==> src/rtl/mem_port_arb_pkg.sv <==
// Shared definitions for the multi-port byte-serial memory arbiter:
// size encodings, IO-region test, FSM encoding and byte-count helper.
package mem_port_arb_pkg;

  localparam logic [1:0] SIZE_1B   = 2'd0;
  localparam logic [1:0] SIZE_2B   = 2'd1;
  localparam logic [1:0] SIZE_4B   = 2'd2;
  localparam logic [1:0] IO_REGION = 2'b11;

  typedef enum logic [1:0] {
    ST_IDLE,
    ST_READ,
    ST_WRITE,
    ST_IO_WAIT
  } state_e;

  // Size code 3 is not a legal request size; it behaves as a word access.
  function automatic logic [2:0] byte_count(input logic [1:0] size);
    case (size)
      SIZE_1B: return 3'd1;
      SIZE_2B: return 3'd2;
      SIZE_4B: return 3'd4;
      default: return 3'd4;
    endcase
  endfunction

  function automatic logic is_io(input logic [1:0] addr_17_16);
    return addr_17_16 == IO_REGION;
  endfunction

endpackage

==> src/rtl/mem_port_arb_port_arbiter.sv <==
// Picks one requester: lowest index in fixed mode, or the first requester
// at or after the pointer in round-robin mode.
module port_arbiter
  import mem_port_arb_pkg::*;
#(
  parameter int NUM_PORTS = 2,
  parameter int ARB_RR    = 0,
  parameter int IDX_W     = (NUM_PORTS > 1) ? $clog2(NUM_PORTS) : 1
) (
  input  logic [NUM_PORTS-1:0] req_i,
  input  logic [IDX_W-1:0]     ptr_i,
  output logic [NUM_PORTS-1:0] grant_o,
  output logic [IDX_W-1:0]     idx_o,
  output logic                 valid_o
);

  always_comb begin
    logic [IDX_W-1:0] cand;
    grant_o = '0;
    idx_o   = '0;
    valid_o = 1'b0;
    cand    = '0;
    for (int i = 0; i < NUM_PORTS; i++) begin
      if (ARB_RR != 0) begin
        cand = IDX_W'((int'(ptr_i) + i) % NUM_PORTS);
      end else begin
        cand = IDX_W'(i);
      end
      if (!valid_o && req_i[cand]) begin
        valid_o       = 1'b1;
        idx_o         = cand;
        grant_o[cand] = 1'b1;
      end
    end
  end

endmodule

==> src/rtl/mem_port_arb.sv <==
// Arbitrates NUM_PORTS 1/2/4-byte little-endian requesters onto one
// byte-serial RAM/IO bus, with per-port read flush and IO back-pressure.
module mem_port_arb
  import mem_port_arb_pkg::*;
#(
  parameter int NUM_PORTS = 2,
  parameter int ARB_RR    = 0,
  parameter int ADDR_W    = 32
) (
  input  logic                        clk_in,
  input  logic                        rst_in,
  input  logic                        rdy_in,
  input  logic [NUM_PORTS-1:0]        req_in,
  input  logic [NUM_PORTS-1:0]        we_in,
  input  logic [2*NUM_PORTS-1:0]      size_in,
  input  logic [ADDR_W*NUM_PORTS-1:0] addr_in,
  input  logic [32*NUM_PORTS-1:0]     wdata_in,
  input  logic [NUM_PORTS-1:0]        flush_in,
  output logic [NUM_PORTS-1:0]        done_out,
  output logic [31:0]                 rdata_out,
  output logic                        busy_out,
  input  logic [7:0]                  mem_din,
  output logic [7:0]                  mem_dout,
  output logic [ADDR_W-1:0]           mem_a,
  output logic                        mem_wr,
  input  logic                        io_buffer_full
);

  localparam int IDX_W = (NUM_PORTS > 1) ? $clog2(NUM_PORTS) : 1;

  logic [1:0]        size_a  [NUM_PORTS];
  logic [ADDR_W-1:0] addr_a  [NUM_PORTS];
  logic [31:0]       wdata_a [NUM_PORTS];

  for (genvar gi = 0; gi < NUM_PORTS; gi++) begin : g_port
    assign size_a[gi]  = size_in[2*gi +: 2];
    assign addr_a[gi]  = addr_in[ADDR_W*gi +: ADDR_W];
    assign wdata_a[gi] = wdata_in[32*gi +: 32];
  end

  state_e               state_q, state_d;
  logic [IDX_W-1:0]     port_q, port_d;
  logic [ADDR_W-1:0]    addr_q, addr_d;
  logic [31:0]          wdata_q, wdata_d;
  logic [2:0]           nbytes_q, nbytes_d;
  logic [2:0]           cnt_q, cnt_d;
  logic [31:0]          rbuf_q, rbuf_d;
  logic [NUM_PORTS-1:0] done_q, done_d;
  logic [31:0]          rdata_q, rdata_d;
  logic [ADDR_W-1:0]    mem_a_q, mem_a_d;
  logic [7:0]           mem_dout_q, mem_dout_d;
  logic                 mem_wr_q, mem_wr_d;
  logic [IDX_W-1:0]     ptr_q, ptr_d;

  logic [NUM_PORTS-1:0] grant;
  logic [IDX_W-1:0]     grant_idx;
  logic                 grant_valid;
  logic                 start_wr;

  // The port that just finished is masked so a still-high req is not regranted.
  port_arbiter #(
    .NUM_PORTS(NUM_PORTS),
    .ARB_RR   (ARB_RR),
    .IDX_W    (IDX_W)
  ) u_arb (
    .req_i  (req_in & ~done_q & ~flush_in),
    .ptr_i  (ptr_q),
    .grant_o(grant),
    .idx_o  (grant_idx),
    .valid_o(grant_valid)
  );

  always_comb begin
    state_d    = state_q;
    port_d     = port_q;
    addr_d     = addr_q;
    wdata_d    = wdata_q;
    nbytes_d   = nbytes_q;
    cnt_d      = cnt_q;
    rbuf_d     = rbuf_q;
    done_d     = '0;
    rdata_d    = rdata_q;
    mem_a_d    = mem_a_q;
    mem_dout_d = mem_dout_q;
    mem_wr_d   = mem_wr_q;
    ptr_d      = ptr_q;
    start_wr   = 1'b0;

    case (state_q)
      ST_IDLE: begin
        mem_wr_d = 1'b0;
        if (grant_valid) begin
          port_d   = grant_idx;
          addr_d   = addr_a[grant_idx];
          wdata_d  = wdata_a[grant_idx];
          nbytes_d = byte_count(size_a[grant_idx]);
          cnt_d    = 3'd0;
          rbuf_d   = '0;
          if (ARB_RR != 0) begin
            ptr_d = (grant_idx == IDX_W'(NUM_PORTS - 1)) ? '0 : grant_idx + IDX_W'(1);
          end
          if (!(|(grant & we_in))) begin
            mem_a_d = addr_a[grant_idx];
            state_d = ST_READ;
          end else if (is_io(addr_a[grant_idx][17:16]) && io_buffer_full) begin
            state_d = ST_IO_WAIT;
          end else begin
            start_wr = 1'b1;
          end
        end
      end
      ST_READ: begin
        mem_wr_d = 1'b0;
        if (flush_in[port_q]) begin
          state_d = ST_IDLE;
        end else begin
          rbuf_d[{cnt_q[1:0], 3'b000} +: 8] = mem_din;
          if (cnt_q + 3'd1 == nbytes_q) begin
            done_d[port_q] = 1'b1;
            rdata_d        = rbuf_d;
            state_d        = ST_IDLE;
          end else begin
            cnt_d   = cnt_q + 3'd1;
            mem_a_d = addr_q + ADDR_W'(cnt_q + 3'd1);
          end
        end
      end
      ST_WRITE: begin
        mem_a_d    = addr_q + ADDR_W'(cnt_q);
        mem_dout_d = wdata_q[{cnt_q[1:0], 3'b000} +: 8];
        mem_wr_d   = 1'b1;
        if (cnt_q + 3'd1 == nbytes_q) begin
          done_d[port_q] = 1'b1;
          state_d        = ST_IDLE;
        end else begin
          cnt_d = cnt_q + 3'd1;
        end
      end
      ST_IO_WAIT: begin
        mem_wr_d = 1'b0;
        if (flush_in[port_q]) begin
          state_d = ST_IDLE;
        end else if (!io_buffer_full) begin
          start_wr = 1'b1;
        end
      end
      default: state_d = ST_IDLE;
    endcase

    // First byte of a write; a single-byte write completes on this edge.
    if (start_wr) begin
      mem_a_d    = addr_d;
      mem_dout_d = wdata_d[7:0];
      mem_wr_d   = 1'b1;
      if (nbytes_d == 3'd1) begin
        done_d[port_d] = 1'b1;
        state_d        = ST_IDLE;
      end else begin
        cnt_d   = 3'd1;
        state_d = ST_WRITE;
      end
    end
  end

  always_ff @(posedge clk_in) begin
    if (rst_in) begin
      state_q    <= ST_IDLE;
      port_q     <= '0;
      addr_q     <= '0;
      wdata_q    <= '0;
      nbytes_q   <= '0;
      cnt_q      <= '0;
      rbuf_q     <= '0;
      done_q     <= '0;
      rdata_q    <= '0;
      mem_a_q    <= '0;
      mem_dout_q <= '0;
      mem_wr_q   <= 1'b0;
      ptr_q      <= '0;
    end else if (rdy_in) begin
      state_q    <= state_d;
      port_q     <= port_d;
      addr_q     <= addr_d;
      wdata_q    <= wdata_d;
      nbytes_q   <= nbytes_d;
      cnt_q      <= cnt_d;
      rbuf_q     <= rbuf_d;
      done_q     <= done_d;
      rdata_q    <= rdata_d;
      mem_a_q    <= mem_a_d;
      mem_dout_q <= mem_dout_d;
      mem_wr_q   <= mem_wr_d;
      ptr_q      <= ptr_d;
    end
  end

  assign done_out  = done_q;
  assign rdata_out = rdata_q;
  assign busy_out  = (state_q != ST_IDLE);
  assign mem_a     = mem_a_q;
  assign mem_dout  = mem_dout_q;
  assign mem_wr    = mem_wr_q & rdy_in;

endmodule

==> config.mk <==
export PLATFORM = sky130hd
export DESIGN_NAME = mem_port_arb
export DESIGN_NICKNAME = d
export VERILOG_FILES = /design/src/rtl/mem_port_arb_pkg.sv /design/src/rtl/mem_port_arb_port_arbiter.sv /design/src/rtl/mem_port_arb.sv
export SDC_FILE = /design/constraint.sdc
export NUM_CORES = 1
export LEC_CHECK = 0
export ABC_CLOCK_PERIOD_IN_PS = 5500
export BUFFER_PORTS_ARGS = -buffer_cell sky130_fd_sc_hd__buf_2
export CORE_MARGIN = 2
export CORE_UTILIZATION = 25
export CTS_CLUSTER_DIAMETER = 200
export DETAILED_ROUTE_END_ITERATION = 10
export GPL_TIMING_DRIVEN = 0
export PLACE_DENSITY_LB_ADDON = 0.15
export SYNTH_ARGS = -nofsm -noshare
export SYNTH_HDL_FRONTEND = slang
export SYNTH_HIERARCHICAL = 1
export SYNTH_SLANG_ARGS = --single-unit
==> constraint.sdc <==
create_clock -name clk_in -period 5.5 [get_ports clk_in]
set_clock_uncertainty 0.1 [all_clocks]
set_input_delay 0 -clock clk_in [delete_from_list [all_inputs] [get_ports clk_in]]
set_output_delay 0 -clock clk_in [all_outputs]
set_load 0.02 [all_outputs]
==> impl_metrics.yaml <==
setup_path:
  cp_common_cell: "clkbuf_1"
  critical_path_arrival_ns: 4.28
  crit_slowest_cell: "clkbuf_1"
  worstPathCellList: "clkbuf_1 -> inv_1 -> ha_1 -> xnor2_1 -> nand3_1 -> nor4_1 -> clkbuf_1 -> clkbuf_1 -> a311oi_1"
  cp.buffers_inverters: 4
  crit_type: "flip-flop to flip-flop"
  worst_ep_required_time_ns: 5.71
  cp_top_family: "buffers and inverters"
  end_kind: "flip-flop"
  cp_max_fo: 10
  max_stage_delay_ns: 0.70
  critPathLaunchType: "flip-flop"
timing:
  hold_slack_ns: 0.0193
  rsz0062_at_grt: "no"
  slew_headroom_pct: 0.880
  setup_violations: 0
  slew_violations: 0
  finalHoldViolCount: 0
  fmaxAchievable_ghz: 0.246
  worst_slack_ns: 1.43
  fin_tns_setup_ns: 0
  post-route-period-util_pct: 74.0
  min_period_ns: 4.07
  worstMarginPinSlew_ns: 1.48
floorplanning:
  start_util_pct: 25.4
  die_h_um: 205
  core_area_um2: 39800
  top_level_ports: 226
  die_w_um: 205
  fp-row-count: 73
  die_area_um2: 42100
global_routing:
  grt_max_degree: 19
  use_met1_pct: 29.9
  grt_first_pass_wirelength_um: 69900
  grt_use_met2_pct: 36.1
  antenna_found_initial: 1
  grt_use_total_pct: 22.5
  busiest_layer: "met2"
  grt_pass1_vias: 11100
  overflow: 0
  grtUsageMet3_pct: 5.07
synth:
  synthCells: 1233
  yosysWarnings: 6
  syn_area_um2: 10100
  avgSynthCellArea_um2: 8.21
  syn_nets: 1400
status:
  violations: "capacitance limit"
  status: "finished with violations"
clock_network:
  cts_tree: "done"
  numCtsBuffers: 17
  hold_buffers: 145
  h-tree-depth: 4
  cts.clk_slew.worst_paths_ns: 0.08
  ctsResizeCount: 0
  clock_path_buffers: 2
  cts_root_buf: "clkbuf_16"
  postCtsSetupRepairBufs: 0
  cts.sinks: 180
  insertion_delay_ns: 0.47
placement:
  hpwl_um: 34700
  place_congestion: 0.920
  dp_cells: 1983
  dp_slack_ns: 1.35
  portBuffers: 225
layout:
  stdcell_count: 2160
  nets: 1789
  mostFrequentLayoutCells: "248 x buf_2, 211 x nor2_1, 180 x dfxtp_1, 145 x dlygate4sd3_1, 110 x nand2_1"
  n_fill_cell: 4245
  layout_commonest_cell: "buf_2"
  n_antenna_cell: 0
  syn2layout_area_growth_pct: 37.8
  post-route-util_pct: 35.0
  drive_above_1_share_pct: 19.4
detailed_routing:
  drc: 0
  routed_wl_um: 47000
  drtIter0Drc: 786
  first_pass_iters: 5
  wl_per_cell_um: 21.8
  ant_nets: 0
  vias: 11300
  viasPerCell: 5.23
power_and_ir_drop:
  peakVddDrop_mv: 0.203
  p_leak_nw: 5.26
  comb_power_share_pct: 23.6
  p_per_area_nw_per_um2: 254
  switching_share_pct: 33.8
  switchingPower_mw: 1.20
  p_int_mw: 2.35
  p_clk_share_pct: 35.8
  power_frac_seq_pct: 40.6
run:
  drv_cap: 1
min_path:
  hold_path.class: "input port to flip-flop"
## state kept, by name, indices dropped and copies added (netlist names)
name       cells
addr_q        32
mem_a         32
rbuf_q        32
rdata_out     32
wdata_q       32
mem_dout       8
cnt_q          3
nbytes_q       3
done_out       2
state_q        2
mem_wr_q       1
port_q         1
## power groups by stage
stage          Combinational (mW)  Clock, mW  Sequential [mW]
4_1_cts                     0.831       1.30             1.44
5_1_grt                     0.902       1.36             1.45
3_3_place_gp                0.727          0             1.47
2_1_floorplan               0.410          0             1.47
6_report                    0.837       1.27             1.44
3_5_place_dp                0.730          0             1.47
## stage by stage
step | power (mW) | instance area, um2
6_report | 3.55 | 13900
4_1_cts | 3.57 | 13900
5_1_grt | 3.71 | 13900
3_5_place_dp | 2.20 | 11900
2_1_floorplan | 1.88 | 10100
3_3_place_gp | 2.19 | 11900
## metal layers
layer	up-vias	part of all wire, %
met1	5447	46
li1	5358	-
met2	430	45
met5	-	0.026
met3	67	6.8
met4	2	2.2
## worst min-delay path: cells and delay by family
kind,cells,cell delay (ns)
compound gates,2,0.18
mux,1,0.19
simple gates,1,0.08
buf+inv,1,0.09
## cell type report
type                       count  area, um2  share of cell area (%)
clock buffer                  17        425                    3.05
sequential                   180       3600                    25.8
tap                          525        657                    4.71
buffer                       102        442                    3.17
inverter                      27        101                   0.727
clock inverter                15        163                    1.17
timing repair buffer         370       2580                    18.5
multi-input combinational    924       5980                    42.9
## path summary, 6_finish.rpt
kind                                from                    endpoint  slack (ns)  cells past startpoint
setup / recovery   cnt_q[1]$_SDFFE_PP0P_  rdata_out[29]$_SDFFE_PP0P_        1.43                      9
hold / removal               addr_in[56]      mem_a[24]$_SDFFE_PP0P_        0.02                      5
setup reg to reg   cnt_q[1]$_SDFFE_PP0P_  rdata_out[29]$_SDFFE_PP0P_        1.43                      9
hold reg to reg   mem_a[12]$_SDFFE_PP0P_      mem_a[12]$_SDFFE_PP0P_        0.35                      2
Note: power is estimated with default switching activity, not from simulation.
